**src/rtl/seq_mult_pkg.sv**
```systemverilog
`default_nettype none
// ============================================================================
//  Module      : seq_mult_pkg
//  Description : Shared types and constants for the sequential multiplier:
//                controller state encoding, Booth pair codes and the
//                iteration-counter width helper.
//  Revision    : 1.0  initial release
// ============================================================================
package seq_mult_pkg;

  // Controller states
  typedef enum logic [1:0] {
    ST_IDLE = 2'd0,
    ST_ITER = 2'd1,
    ST_DONE = 2'd2
  } state_t;

  // Booth radix-2 pair {q0, q(-1)}
  localparam logic [1:0] BOOTH_NOP_00 = 2'b00;
  localparam logic [1:0] BOOTH_ADD    = 2'b01;
  localparam logic [1:0] BOOTH_SUB    = 2'b10;
  localparam logic [1:0] BOOTH_NOP_11 = 2'b11;

  // Counter must hold the value N itself, hence clog2(N+1)
  function automatic int seq_mult_count_w(input int n);
    return $clog2(n + 1);
  endfunction

endpackage : seq_mult_pkg
`default_nettype wire

```
**src/rtl/seq_mult_system_if.sv**
```systemverilog
`default_nettype none
// ============================================================================
//  Module      : seq_mult_system_if
//  Description : Start/busy/done handshake and operand/product bus of the
//                sequential multiplier. The master drives requests, the
//                slave (the multiplier) returns result and status.
//  Revision    : 1.0  initial release
// ============================================================================
interface seq_mult_system_if #(
  parameter int DATAWIDTH_OPERAND = 8,
  parameter int DATAWIDTH_PRODUCT = 2 * DATAWIDTH_OPERAND
);
  logic                         SEQMULT_Start_InHigh;
  logic                         SEQMULT_Signed_InHigh;
  logic [DATAWIDTH_OPERAND-1:0] SEQMULT_OperandA_In;
  logic [DATAWIDTH_OPERAND-1:0] SEQMULT_OperandB_In;
  logic [DATAWIDTH_PRODUCT-1:0] SEQMULT_Product_Out;
  logic                         SEQMULT_Busy_OutHigh;
  logic                         SEQMULT_Done_OutHigh;
  logic                         SEQMULT_Zero_OutHigh;
  logic                         SEQMULT_Overflow_OutHigh;

  modport master (
    output SEQMULT_Start_InHigh, SEQMULT_Signed_InHigh,
           SEQMULT_OperandA_In, SEQMULT_OperandB_In,
    input  SEQMULT_Product_Out, SEQMULT_Busy_OutHigh, SEQMULT_Done_OutHigh,
           SEQMULT_Zero_OutHigh, SEQMULT_Overflow_OutHigh
  );

  modport slave (
    input  SEQMULT_Start_InHigh, SEQMULT_Signed_InHigh,
           SEQMULT_OperandA_In, SEQMULT_OperandB_In,
    output SEQMULT_Product_Out, SEQMULT_Busy_OutHigh, SEQMULT_Done_OutHigh,
           SEQMULT_Zero_OutHigh, SEQMULT_Overflow_OutHigh
  );
endinterface : seq_mult_system_if
`default_nettype wire

```
**src/rtl/seq_mult_datapath.sv**
```systemverilog
`default_nettype none
// ============================================================================
//  Module      : seq_mult_datapath
//  Description : Accumulator / multiplier shift register with an (N+1)-bit
//                adder/subtractor, product register and zero/overflow flags.
//                Driven by load/step/add/sub/last strobes from the controller.
//                Macro SEQMULT_SIGNED_EN adds the Booth q(-1) bit, the
//                latched signed-mode bit and the subtract path.
//  Revision    : 1.0  initial release
// ============================================================================
module seq_mult_datapath #(
  parameter int DATAWIDTH_OPERAND = 8
) (
  input  wire logic                           clk_i,
  input  wire logic                           rst_i,
  input  wire logic                           load_i,
  input  wire logic                           step_i,
  input  wire logic                           add_i,
  input  wire logic                           last_i,
  input  wire logic [DATAWIDTH_OPERAND-1:0]   a_i,
  input  wire logic [DATAWIDTH_OPERAND-1:0]   b_i,
`ifdef SEQMULT_SIGNED_EN
  input  wire logic                           sub_i,
  input  wire logic                           signed_i,
  output logic                                qm1_o,
  output logic                                mode_o,
`endif
  output logic                                q0_o,
  output logic [2*DATAWIDTH_OPERAND-1:0]      product_o,
  output logic                                zero_o,
  output logic                                overflow_o
);

  localparam int OPW = DATAWIDTH_OPERAND;

  logic [OPW-1:0]   a_q;
  logic [OPW-1:0]   acc_q, acc_d;
  logic [OPW-1:0]   mult_q, mult_d;
  logic [2*OPW-1:0] product_q;
  logic             zero_q;
  logic             overflow_q;
`ifdef SEQMULT_SIGNED_EN
  logic             qm1_q;
  logic             mode_q;
`endif

  logic [OPW:0]     w_base;
  logic [OPW:0]     w_addend;
  logic [OPW:0]     w_sum;
  logic [2*OPW-1:0] w_prod;
  logic             w_zero;
  logic             w_overflow;

  // One iteration: optional add/sub into the upper half, then shift right.
  // The (N+1)-bit sum keeps the unsigned carry, or the true sign in signed
  // mode, so taking sum[N:1] is the logical/arithmetic shift respectively.
  always_comb begin
    w_base   = {1'b0, acc_q};
    w_addend = {1'b0, a_q};
`ifdef SEQMULT_SIGNED_EN
    if (mode_q) begin
      w_base   = {acc_q[OPW-1], acc_q};
      w_addend = {a_q[OPW-1], a_q};
    end
`endif
    w_sum = w_base;
    if (add_i) begin
      w_sum = w_base + w_addend;
    end
`ifdef SEQMULT_SIGNED_EN
    else if (sub_i) begin
      w_sum = w_base - w_addend;
    end
`endif
    acc_d  = w_sum[OPW:1];
    mult_d = {w_sum[0], mult_q[OPW-1:1]};
  end

  // Flags are evaluated on the final iteration's result so they land in
  // the same edge as the product.
  always_comb begin
    w_prod     = {acc_d, mult_d};
    w_zero     = (w_prod == '0);
    w_overflow = |w_prod[2*OPW-1:OPW];
`ifdef SEQMULT_SIGNED_EN
    if (mode_q) begin
      w_overflow = (w_prod[2*OPW-1:OPW] != {OPW{w_prod[OPW-1]}});
    end
`endif
  end

  // Working registers, product and flag registers
  always_ff @(posedge clk_i or posedge rst_i) begin
    if (rst_i) begin
      a_q        <= '0;
      acc_q      <= '0;
      mult_q     <= '0;
      product_q  <= '0;
      zero_q     <= 1'b1;
      overflow_q <= 1'b0;
`ifdef SEQMULT_SIGNED_EN
      qm1_q      <= 1'b0;
      mode_q     <= 1'b0;
`endif
    end else begin
      if (load_i) begin
        a_q    <= a_i;
        acc_q  <= '0;
        mult_q <= b_i;
`ifdef SEQMULT_SIGNED_EN
        qm1_q  <= 1'b0;
        mode_q <= signed_i;
`endif
      end else if (step_i) begin
        acc_q  <= acc_d;
        mult_q <= mult_d;
`ifdef SEQMULT_SIGNED_EN
        qm1_q  <= mult_q[0];
`endif
      end
      if (last_i) begin
        product_q  <= w_prod;
        zero_q     <= w_zero;
        overflow_q <= w_overflow;
      end
    end
  end

  assign q0_o       = mult_q[0];
  assign product_o  = product_q;
  assign zero_o     = zero_q;
  assign overflow_o = overflow_q;
`ifdef SEQMULT_SIGNED_EN
  assign qm1_o      = qm1_q;
  assign mode_o     = mode_q;
`endif

endmodule : seq_mult_datapath
`default_nettype wire

```
**src/rtl/seq_mult_system.sv**
```systemverilog
`default_nettype none
// ============================================================================
//  Module      : seq_mult_system
//  Description : Parametrised sequential shift-and-add multiplier with a
//                start/busy/done handshake, N-bit operands, 2N-bit product
//                and zero/overflow status. Controller FSM lives here; the
//                arithmetic lives in seq_mult_datapath.
//                Macro SEQMULT_SIGNED_EN enables signed (Booth radix-2)
//                operation selected by SEQMULT_Signed_InHigh.
//  Revision    : 1.0  initial release
// ============================================================================
module seq_mult_system
  import seq_mult_pkg::*;
#(
  parameter int DATAWIDTH_OPERAND = 8,
  parameter int DATAWIDTH_PRODUCT = 2 * DATAWIDTH_OPERAND
) (
  input  wire logic         SEQMULT_CLOCK_50,
  input  wire logic         SEQMULT_Reset_InHigh,
  seq_mult_system_if.slave  bus
);

  localparam int COUNT_W = seq_mult_count_w(DATAWIDTH_OPERAND);

  generate
    if (DATAWIDTH_PRODUCT != 2 * DATAWIDTH_OPERAND) begin : g_bad_product_width
      $error("seq_mult_system: DATAWIDTH_PRODUCT must equal 2*DATAWIDTH_OPERAND");
    end
    if (DATAWIDTH_OPERAND < 2) begin : g_bad_operand_width
      $error("seq_mult_system: DATAWIDTH_OPERAND must be at least 2");
    end
  endgenerate

  state_t               state_q, state_d;
  logic [COUNT_W-1:0]   count_q, count_d;

  logic                 w_load;
  logic                 w_step;
  logic                 w_add;
  logic                 w_last;
  logic                 w_q0;
`ifdef SEQMULT_SIGNED_EN
  logic                 w_sub;
  logic                 w_qm1;
  logic                 w_mode;
`else
  logic                 w_unused_signed;
  assign w_unused_signed = bus.SEQMULT_Signed_InHigh;
`endif

  // State and iteration-counter registers
  always_ff @(posedge SEQMULT_CLOCK_50 or posedge SEQMULT_Reset_InHigh) begin
    if (SEQMULT_Reset_InHigh) begin
      state_q <= ST_IDLE;
      count_q <= '0;
    end else begin
      state_q <= state_d;
      count_q <= count_d;
    end
  end

  // Next-state and datapath strobes; the last iteration is the one that
  // sees count==1 and also captures the product.
  always_comb begin
    state_d = state_q;
    count_d = count_q;
    w_load  = 1'b0;
    w_step  = 1'b0;
    w_add   = 1'b0;
    w_last  = 1'b0;
`ifdef SEQMULT_SIGNED_EN
    w_sub   = 1'b0;
`endif
    case (state_q)
      ST_IDLE: begin
        if (bus.SEQMULT_Start_InHigh) begin
          w_load  = 1'b1;
          count_d = COUNT_W'(DATAWIDTH_OPERAND);
          state_d = ST_ITER;
        end
      end
      ST_ITER: begin
        w_step  = 1'b1;
        count_d = count_q - COUNT_W'(1);
`ifdef SEQMULT_SIGNED_EN
        if (w_mode) begin
          case ({w_q0, w_qm1})
            BOOTH_ADD: w_add = 1'b1;
            BOOTH_SUB: w_sub = 1'b1;
            default:   ;
          endcase
        end else begin
          w_add = w_q0;
        end
`else
        w_add = w_q0;
`endif
        if (count_q == COUNT_W'(1)) begin
          w_last  = 1'b1;
          state_d = ST_DONE;
        end
      end
      ST_DONE: begin
        state_d = ST_IDLE;
      end
      default: begin
        state_d = ST_IDLE;
      end
    endcase
  end

  seq_mult_datapath #(
    .DATAWIDTH_OPERAND (DATAWIDTH_OPERAND)
  ) u_datapath (
    .clk_i      (SEQMULT_CLOCK_50),
    .rst_i      (SEQMULT_Reset_InHigh),
    .load_i     (w_load),
    .step_i     (w_step),
    .add_i      (w_add),
    .last_i     (w_last),
    .a_i        (bus.SEQMULT_OperandA_In),
    .b_i        (bus.SEQMULT_OperandB_In),
`ifdef SEQMULT_SIGNED_EN
    .sub_i      (w_sub),
    .signed_i   (bus.SEQMULT_Signed_InHigh),
    .qm1_o      (w_qm1),
    .mode_o     (w_mode),
`endif
    .q0_o       (w_q0),
    .product_o  (bus.SEQMULT_Product_Out),
    .zero_o     (bus.SEQMULT_Zero_OutHigh),
    .overflow_o (bus.SEQMULT_Overflow_OutHigh)
  );

  assign bus.SEQMULT_Busy_OutHigh = (state_q == ST_ITER);
  assign bus.SEQMULT_Done_OutHigh = (state_q == ST_DONE);

endmodule : seq_mult_system
`default_nettype wire

```
**src/flat_wrapper.sv**
```systemverilog
// flat-port wrapper written by rule: the top's interface ports become plain ports
module seq_mult_system_flat import seq_mult_pkg::*;
#(
  parameter int DATAWIDTH_OPERAND = 8,
  parameter int DATAWIDTH_PRODUCT = 2 * DATAWIDTH_OPERAND
)
  (SEQMULT_CLOCK_50, SEQMULT_Reset_InHigh, bus_SEQMULT_Start_InHigh, bus_SEQMULT_Signed_InHigh, bus_SEQMULT_OperandA_In, bus_SEQMULT_OperandB_In, bus_SEQMULT_Product_Out, bus_SEQMULT_Busy_OutHigh, bus_SEQMULT_Done_OutHigh, bus_SEQMULT_Zero_OutHigh, bus_SEQMULT_Overflow_OutHigh);
  seq_mult_system_if #(.DATAWIDTH_OPERAND(DATAWIDTH_OPERAND), .DATAWIDTH_PRODUCT(DATAWIDTH_PRODUCT)) bus_i ();
  input  wire logic SEQMULT_CLOCK_50;
  input  wire logic SEQMULT_Reset_InHigh;
  input wire logic [$bits(bus_i.SEQMULT_Start_InHigh)-1:0] bus_SEQMULT_Start_InHigh;
  input wire logic [$bits(bus_i.SEQMULT_Signed_InHigh)-1:0] bus_SEQMULT_Signed_InHigh;
  input wire logic [$bits(bus_i.SEQMULT_OperandA_In)-1:0] bus_SEQMULT_OperandA_In;
  input wire logic [$bits(bus_i.SEQMULT_OperandB_In)-1:0] bus_SEQMULT_OperandB_In;
  output wire logic [$bits(bus_i.SEQMULT_Product_Out)-1:0] bus_SEQMULT_Product_Out;
  output wire logic [$bits(bus_i.SEQMULT_Busy_OutHigh)-1:0] bus_SEQMULT_Busy_OutHigh;
  output wire logic [$bits(bus_i.SEQMULT_Done_OutHigh)-1:0] bus_SEQMULT_Done_OutHigh;
  output wire logic [$bits(bus_i.SEQMULT_Zero_OutHigh)-1:0] bus_SEQMULT_Zero_OutHigh;
  output wire logic [$bits(bus_i.SEQMULT_Overflow_OutHigh)-1:0] bus_SEQMULT_Overflow_OutHigh;
  assign bus_i.SEQMULT_Start_InHigh = bus_SEQMULT_Start_InHigh;
  assign bus_i.SEQMULT_Signed_InHigh = bus_SEQMULT_Signed_InHigh;
  assign bus_i.SEQMULT_OperandA_In = bus_SEQMULT_OperandA_In;
  assign bus_i.SEQMULT_OperandB_In = bus_SEQMULT_OperandB_In;
  assign bus_SEQMULT_Product_Out = bus_i.SEQMULT_Product_Out;
  assign bus_SEQMULT_Busy_OutHigh = bus_i.SEQMULT_Busy_OutHigh;
  assign bus_SEQMULT_Done_OutHigh = bus_i.SEQMULT_Done_OutHigh;
  assign bus_SEQMULT_Zero_OutHigh = bus_i.SEQMULT_Zero_OutHigh;
  assign bus_SEQMULT_Overflow_OutHigh = bus_i.SEQMULT_Overflow_OutHigh;
  seq_mult_system #(.DATAWIDTH_OPERAND(DATAWIDTH_OPERAND), .DATAWIDTH_PRODUCT(DATAWIDTH_PRODUCT)) u_core (.SEQMULT_CLOCK_50(SEQMULT_CLOCK_50), .SEQMULT_Reset_InHigh(SEQMULT_Reset_InHigh), .bus(bus_i));
endmodule
```
**config.mk**
```make
export PLATFORM = sky130hd
export DESIGN_NAME = seq_mult_system_flat
export DESIGN_NICKNAME = d
export VERILOG_FILES = /design/src/rtl/seq_mult_pkg.sv /design/src/rtl/seq_mult_system_if.sv /design/src/rtl/seq_mult_datapath.sv /design/src/rtl/seq_mult_system.sv /design/src/flat_wrapper.sv
export SDC_FILE = /design/constraint.sdc
export NUM_CORES = 1
export LEC_CHECK = 0
export CAP_MARGIN = 40
export CORE_MARGIN = 2
export CORE_UTILIZATION = 35
export CTS_BUF_LIST = sky130_fd_sc_hd__clkbuf_8
export DETAILED_ROUTE_END_ITERATION = 8
export PLACE_DENSITY = 0.53
export SYNTH_ARGS = -nofsm -noshare
export SYNTH_HDL_FRONTEND = slang
export SYNTH_SLANG_ARGS = --single-unit
```
**constraint.sdc**
```tcl
create_clock -name SEQMULT_CLOCK_50 -period 4.42 [get_ports SEQMULT_CLOCK_50]
set_input_delay 0.663 -clock SEQMULT_CLOCK_50 [delete_from_list [all_inputs] [get_ports SEQMULT_CLOCK_50]]
set_output_delay 0.663 -clock SEQMULT_CLOCK_50 [all_outputs]
set_load 0.01 [all_outputs]
```
# Word-level counts from Yosys, hierarchy flattened
# Index checks and enable logic that the tools add are counted.
[word_totals]
register_bits = 48
in_bits = 20
output_inout_bits = 20
[op_classes]
add_sub_neg = 2
n_eq_ne = 5
mux = 16
reduce_logical = 7
[op_table]
columns = ["cell", "n"]
rows = [
  ["2-to-1 mux 8 bit", 4],
  ["logical NOT 16 bit", 1],
  ["adder 8 x 8 -> 9 bit", 1],
  ["2-to-1 mux 9 bit", 1],
  ["case mux 4 bit (2 select lines)", 1],
  ["OR reduction 8 bit", 1],
  ["2-to-1 mux 1 bit", 6],
  ["== test 4 x 1 -> 1 bit, second input constant", 1],
  ["2-to-1 mux 2 bit", 2],
  ["2-to-1 mux 4 bit", 1],
  ["case mux 2 bit (2 select lines)", 1],
  ["AND reduction 2 bit", 2],
  ["nonzero test 2 bit", 2],
  ["subtractor 4 x 1 -> 4 bit, second input constant", 1],
  ["== test 2 x 1 -> 1 bit, second input constant", 1],
  ["== test 2 bit, second input constant", 1],
  ["logical NOT 2 bit", 1],
  ["!= test 2 x 1 -> 1 bit, second input constant", 1],
  ["!= test 2 bit, second input constant", 1],
]

# Depth between registers and ports, before layout
# Gate-level depths: netlist of run 1.
[depth]
ltp_word = 5
mapped_depth = 9

# Hierarchy
# A second synthesis of run 1 with hierarchy kept.
[unflattened]
hier_cells = 223
area_unflattened_um2 = 2393.5
[modules_own_cells]
columns = ["mod", "n_inst", "cells_each", "area_per_inst_um2", "seq_area_each_um2"]
rows = [
  ["seq_mult_datapath", 1, 192, 2088.3, 1052.3],
  ["seq_mult_system", 1, 31, 305.3, 150.1],
]

# Worst setup path after synthesis of run 1
# Ideal clock, no wire load.
[synth_timing]
kind = "register to register"
from = "register u_core.u_datapath.acc_q[0]"
to = "register u_core.u_datapath.overflow_q, in the netlist u_core.u_datapath.overflow_o"
arrival_time_ns = 2.116
path_slack_ns = 2.177
stages_incl_launch_ff = 10
n_path_buf = 0
synth_period_minus_slack_ns = 2.243
cell_sequence = "dfrtp_1 -> ha_1 -> inv_1 -> fa_1 -> nand2b_1 -> a211oi_1 -> o21ai_0 -> a311oi_2 -> nor4b_1 -> nor2_1"
[synth_between]
elab_chain_cells = 3
[synth_lines]
columns = ["item", "line_no", "source"]
rows = [
  ["from (decl)", "seq_mult_datapath.sv:37", "logic [OPW-1:0] acc_q, acc_d;"],
  ["from (signal assigned)", "seq_mult_datapath.sv:96", "acc_q <= '0;"],
  ["from (signal assigned)", "seq_mult_datapath.sv:108", "acc_q <= '0;"],
  ["from (signal assigned)", "seq_mult_datapath.sv:115", "acc_q <= acc_d;"],
  ["adder 8 x 8 -> 9 bit", "seq_mult_datapath.sv:68", "w_sum = w_base + w_addend;"],
  ["2-to-1 mux 9 bit", "seq_mult_datapath.sv:67", "if (add_i) begin"],
  ["OR reduction 8 bit", "seq_mult_datapath.sv:84", "w_overflow = |w_prod[2*OPW-1:OPW];"],
  ["to (signal assigned)", "seq_mult_datapath.sv:124", "overflow_q <= w_overflow;"],
  ["to (decl)", "seq_mult_datapath.sv:41", "logic overflow_q;"],
]
# Every way passes these cells.
# A chain may end at the register's enable or synchronous reset.

# Final worst setup path of run 1
[layout_timing]
from = "register u_core.state_q[1]"
to = "output port bus_SEQMULT_Busy_OutHigh"
[layout_between]
elab_chain_cells = 1
[layout_lines]
columns = ["item", "line_no", "source"]
rows = [
  ["from (decl)", "seq_mult_system.sv:34", "state_t state_q, state_d;"],
  ["from (signal assigned)", "seq_mult_system.sv:57", "state_q <= state_d;"],
  ["== test 2 x 1 -> 1 bit", "seq_mult_system.sv:135", "assign bus.SEQMULT_Busy_OutHigh = (state_q == ST_ITER);"],
  ["to (decl)", "flat_wrapper.sv:16", "output wire logic [$bits(bus_i.SEQMULT_Busy_OutHigh)-1:0] bus_SEQMULT_Busy_OutHigh;"],
]
# Every way passes these cells.

==> flow_summary.json, run 1 <==
{
  "first_pass_iters": 4,
  "syn2layout_area_growth_pct": 25.0,
  "crit_chain": "nand2b_1 > inv_1 > clkdlybuf4s50_1",
  "grt_use_total_pct": 15.9,
  "gp_congestion": 0.820,
  "yosysSeqAreaShare_pct": 49.3,
  "grt_pass1_vias": 1887,
  "start_util_pct": 36.1,
  "crit_arrival_ps": 2430,
  "slew_violations": 0,
  "fin_setup_tns_ps": 0,
  "die_y_um": 87.5,
  "root_buffer": "clkbuf_8",
  "worstPathRequired_ps": 3760,
  "fin_hold_ws_ps": 482,
  "syn_area_per_cell_um2": 9.72,
  "hold_viol_final": 0,
  "row_count": 30,
  "cts_resized": 0,
  "dieArea_um2": 7650,
  "hold_buffers": 0,
  "core_area_um2": 6760,
  "grt_pass1_wl_mm": 9.36,
  "skew_ps": 13.9,
  "final.fill_count": 679,
  "period_minus_slack_ps": 3090,
  "status": "finished, final reports clean",
  "htree_levels": 2,
  "clk-insertion-delay-late_ps": 310,
  "yosys.area.top_type": "dfrtp_1",
  "clock_path_buffers": 2,
  "setup_viol_count_final": 0,
  "slew_headroom_pct": 48.1,
  "die_x_um": 87.5,
  "syn_nets": 282,
  "synth.top_cells.by_area": "dfrtp_1, nand2_1, ha_1",
  "layout.nets": 319,
  "synth.distinct_cells": 51,
  "overflow": 0,
  "drive_gt1_share_pct": 9.00,
  "path_max_fanout": 20,
  "powerDensity_nw_per_um2": 766,
  "num_io_pins": 40,
  "setup_ws_ps": 1330,
  "wl_mm": 5.54,
  "cts_buffers": 5,
  "syn_area_um2": 2440,
  "min_period_over_period_pct": 70.0,
  "vias": 1933,
  "dpl.hpwl_mm": 3.93,
  "wire_per_inst_um": 15.0,
  "synth_top_flop_cell": "dfrtp_1",
  "cts_sinks": 48,
  "tightest_slew_ps": 779,
  "dpl_worst_slack_ps": 1690,
  "grt_max_degree": 37,
  "fmax_mhz": 323,
  "end_kind": "output pin",
  "synth-warning-count": 0,
  "synth_top_area_share_pct": 48.2,
  "n_antenna_cell": 0,
  "clkTransAtPathRegs_ps": 100,
  "synth_edf_count": 0,
  "portBuffers": 38,
  "mostFrequentLayoutCells": "nand2_1, dfrtp_1, clkdlybuf4s50_1, o21ai_0",
  "antenna_found_initial": 0,
  "cts_tree": "yes",
  "viasPerCell": 5.24,
  "rsz0062_at_grt": "no",
  "critical-path-max-stage-delay_ps": 620,
  "cellLeakagePower_nw": 1.35,
  "hp-class": "reg2reg",
  "drt_iter0_drc": 103,
  "max_cap_violations": 0,
  "slowest_stage": "clkdlybuf4s50_1",
  "drt.antenna.violating_nets": 0,
  "synth-seq-cells": 48,
  "synth_cells": 251,
  "final_common_cell": "nand2_1",
  "post-cts-setup-buffers": 0,
  "start_kind": "flop",
  "critPathKind": "reg2out",
  "drc": 0,
  "irDropWorstVdd_mv": 0.285,
  "async_reset_ff_share_pct": 100
}
-- routing by layer --
layer	track usage (%)	vias up	wire, µm
li1	-	964	-
met1	23.2	917	2700
met2	23.6	44	2490
met3	3.22	8	266
met4	5.03	0	79
met5	0	-	0
-- cells in the mapped netlist (2+ instances only) --
cell type and instances:
o21a_1 2, clkbuf_1 10, or3_1 3, dfrtp_1 47, a211oi_1 4, nor2_1 10
nand4b_1 2, o22ai_1 8, nor3b_1 2, and2_1 2, nand2_1 63, a22oi_1 8
nor3_1 4, o21bai_1 2, o21ai_0 14, ha_1 10, a21oi_1 7, a21o_1 4
mux2_2 7, nand2b_1 2, inv_1 9, a31oi_1 2
-- worst max-delay path: cells and delay by family (launching register included) --
| family | cells | cell delay [ps] |
|---|---|---|
| buffers and inverters | 2 | 1140 |
| and+or+nand+nor | 1 | 530 |
| DFF | 1 | 450 |
-- cells by family after synthesis --
family / Yosys count / synth area share [%]
AND/OR/NAND/NOR: 100 / 19.2
adder cells (fa/ha/maj): 11 / 5.95
flip-flops: 48 / 49.3
buffers and inverters: 20 / 3.39
XOR/XNOR: 1 / 0.359
multiplexers: 8 / 3.64
AO/OA/AOI/OAI: 63 / 18.1
-- cell type report --
class                   count  area (µm²)  share of cell area (%)
clock buffers               5        68.8                    2.26
multi-input cells         183        1160                    38.0
repair buffers             41         415                    13.6
clock inverters             3        68.8                    2.26
well taps                  80         100                    3.28
inverters                   9        33.8                    1.11
flip-flops and latches     48        1200                    39.4
-- where the power goes --
group / leakage, nW / total, mW / internal (mW) / switching [mW]
sequential: 0.592 / 0.799 / 0.638 / 0.161
clock: 0.0687 / 0.385 / 0.228 / 0.157
combinational: 0.691 / 1.15 / 0.520 / 0.632
-- final timing paths --
path	cells after the start	end	start	slack, ps
min	2	u_core.u_datapath.product_o[12]	u_core.u_datapath.product_o[12]	480
max	3	bus_SEQMULT_Busy_OutHigh	u_core.state_q[1]	1330
min reg2reg	2	u_core.u_datapath.product_o[12]	u_core.u_datapath.product_o[12]	480
max reg2reg	8	u_core.u_datapath.zero_o	u_core.state_q[1]	1640
max in group asynchronous	3	u_core.u_datapath.zero_o	SEQMULT_Reset_InHigh	3250
min in group asynchronous	2	u_core.u_datapath.product_o[3]	SEQMULT_Reset_InHigh	610
-- through the flow --
stage,std cells,power (mW),area [µm²],utilization (%)
2_1_floorplan,251,1.58,2440,-
3_3_place_gp,360,1.94,2890,42.8
3_5_place_dp,361,1.96,2910,43.1
4_1_cts,369,2.35,3050,45.1
5_1_grt,369,2.54,3050,45.1
6_report,369,2.34,3050,45.1
-- flip-flops by register name, indices dropped and copies added, names as in the netlist --
name,flops
u_core.count_q,4
u_core.state_q,2
u_core.u_datapath.a_q,8
u_core.u_datapath.acc_q,8
u_core.u_datapath.mult_q,8
u_core.u_datapath.overflow_o,1
u_core.u_datapath.product_o,16
u_core.u_datapath.zero_o,1
No activity file was read; power rests on OpenSTA's default activity.
==> run 2, diff against run 1 <==
Settings changed: PLACE_DENSITY 0.53 to 0.55.
Clock period 4.42 ns to 2.7 ns, I/O delays scaled along.
==> run 2 against run 1 <==
Effect of this change:
- sequential power increased by 63%
- utilization increased by 0.39 points
- flip-flop and latch count unchanged
- via count decreased by 0.67%
- critical path type is now reg2reg
- highest routed layer unchanged
==> flow_summary.json, run 2 (synthesized netlist as in run 1, its figures left out) <==
{
  "cellLeakagePower_nw": 1.36,
  "drt.antenna.violating_nets": 0,
  "clk-insertion-delay-late_ps": 310,
  "worstPathRequired_ps": 2900,
  "antenna_found_initial": 0,
  "slew_headroom_pct": 56.2,
  "hp-class": "in2async",
  "regToRegEndpoint": "u_core.u_datapath.overflow_o",
  "wl_mm": 5.51,
  "gp_congestion": 0.794,
  "n_antenna_cell": 0,
  "vias": 1920,
  "power_mw": 3.86,
  "htree_levels": 2,
  "drc": 0,
  "drive_gt1_share_pct": 10.3,
  "fin_setup_tns_ps": 0,
  "slew_violations": 0,
  "period_minus_slack_ps": 2430,
  "root_buffer": "clkbuf_8",
  "die_x_um": 87.5,
  "finalInstanceArea_um2": 3070,
  "status": "finished, final reports clean",
  "cts_sinks": 48,
  "min_period_over_period_pct": 90.1,
  "drt_iter0_drc": 62,
  "final_common_cell": "nand2_1",
  "skew_ps": 9.22,
  "cts_tree": "yes",
  "crit_arrival_ps": 2630,
  "portBuffers": 38,
  "hold_viol_final": 0,
  "end_kind": "flop",
  "largest_reg_flops": 16,
  "grt_max_degree": 49,
  "dieArea_um2": 7650,
  "syn2layout_area_growth_pct": 26.1,
  "wire_per_inst_um": 14.8,
  "rrSetupSlack_ps": 270,
  "overflow": 0,
  "clock_path_buffers": 2,
  "clkTransAtPathRegs_ps": 100,
  "rsz0062_at_grt": "no",
  "tightest_slew_ps": 654,
  "grt_pass1_vias": 1836,
  "dpl.hpwl_mm": 3.86,
  "final.fill_count": 664,
  "num_io_pins": 40,
  "core_area_um2": 6760,
  "irDropWorstVdd_mv": 0.534,
  "r2r_cells": 9,
  "powerDensity_nw_per_um2": 1260,
  "grt_use_total_pct": 15.5,
  "post-route-util_pct": 45.5,
  "max_cap_violations": 0,
  "die_y_um": 87.5,
  "setup_viol_count_final": 0,
  "first_pass_iters": 4,
  "row_count": 30,
  "critPathKind": "reg2reg",
  "viasPerCell": 5.18,
  "layout.nets": 321,
  "path_max_fanout": 3,
  "place_area_um2": 2930,
  "start_util_pct": 36.1,
  "start_kind": "flop",
  "grt_pass1_wl_mm": 9.09,
  "mostFrequentLayoutCells": "nand2_1, dfrtp_1, clkdlybuf4s50_1, o21ai_0",
  "hold_buffers": 0,
  "fmax_mhz": 411,
  "cts_buffers": 5,
  "rr_startpoint": "u_core.u_datapath.acc_q[0]"
}
[run 2: changes by cell type in the layout (fill, tap and decap cells not counted)]
cell      change
a211oi_2      +1
a211oi_1      -1
a221oi_2      +1
a221oi_1      -1
buf_4         +2
[run 2: worst max-delay path by stage]
stage	startpoint	endpoint
4_1_cts	u_core.u_datapath.acc_q[0]	u_core.u_datapath.zero_o
2_1_floorplan	u_core.u_datapath.acc_q[0]	u_core.u_datapath.overflow_o
6_report	u_core.u_datapath.acc_q[0]	u_core.u_datapath.overflow_o
3_3_place_gp	u_core.u_datapath.acc_q[0]	u_core.u_datapath.overflow_o
3_5_place_dp	u_core.u_datapath.acc_q[0]	u_core.u_datapath.zero_o
5_1_grt	u_core.u_datapath.acc_q[0]	u_core.u_datapath.overflow_o
[run 2: cell type report]
type / instances / area (µm²) / share of cell area [%]
flip-flops and latches: 48 / 1200 / 39.1
clock buffers: 5 / 68.8 / 2.24
inverters: 9 / 33.8 / 1.10
clock inverters: 3 / 68.8 / 2.24
multi-input cells: 183 / 1170 / 38.1
repair buffers: 43 / 430 / 14.0
well taps: 80 / 100 / 3.26
[run 2: what timing repair did]
action	4_1_cts	5_1_grt
setup endpoints to repair	0	2
resized for setup	0	2
setup buffers	0	0
[run 2: worst max-delay path: stages, from the launching register on]
cell	delay (ps)
dfrtp_1	380
ha_1	190
inv_1	60
fa_1	400
nand2b_1	220
a211oi_2	260
o21ai_0	170
a311oi_2	330
nor4b_1	260
nor2_1	60
[run 2: through the flow]
stage,instances,setup WS (ps),hold slack (ps)
after floorplan,251,457,457
after global placement,363,218,458
after detailed placement,363,164,462
after CTS,371,156,449
after global routing,371,75.9,475
final,371,268,438
[run 2: where the power goes]
group          total [mW]  internal [mW]  switching (mW)  leakage [nW]
combinational        1.93          0.878            1.05         0.702
clock               0.632          0.373           0.260        0.0687
sequential           1.30           1.04           0.259         0.592
total                3.86           2.30            1.57          1.36
[run 2: layer usage]
metal / GRT usage, % / wire length (µm) / vias to the layer above
met5: 0 / 0 / -
met4: 5.73 / 105 / 0
met1: 22.1 / 2690 / 905
li1: - / - / 969
met2: 23.1 / 2510 / 37
met3: 3.32 / 199 / 9
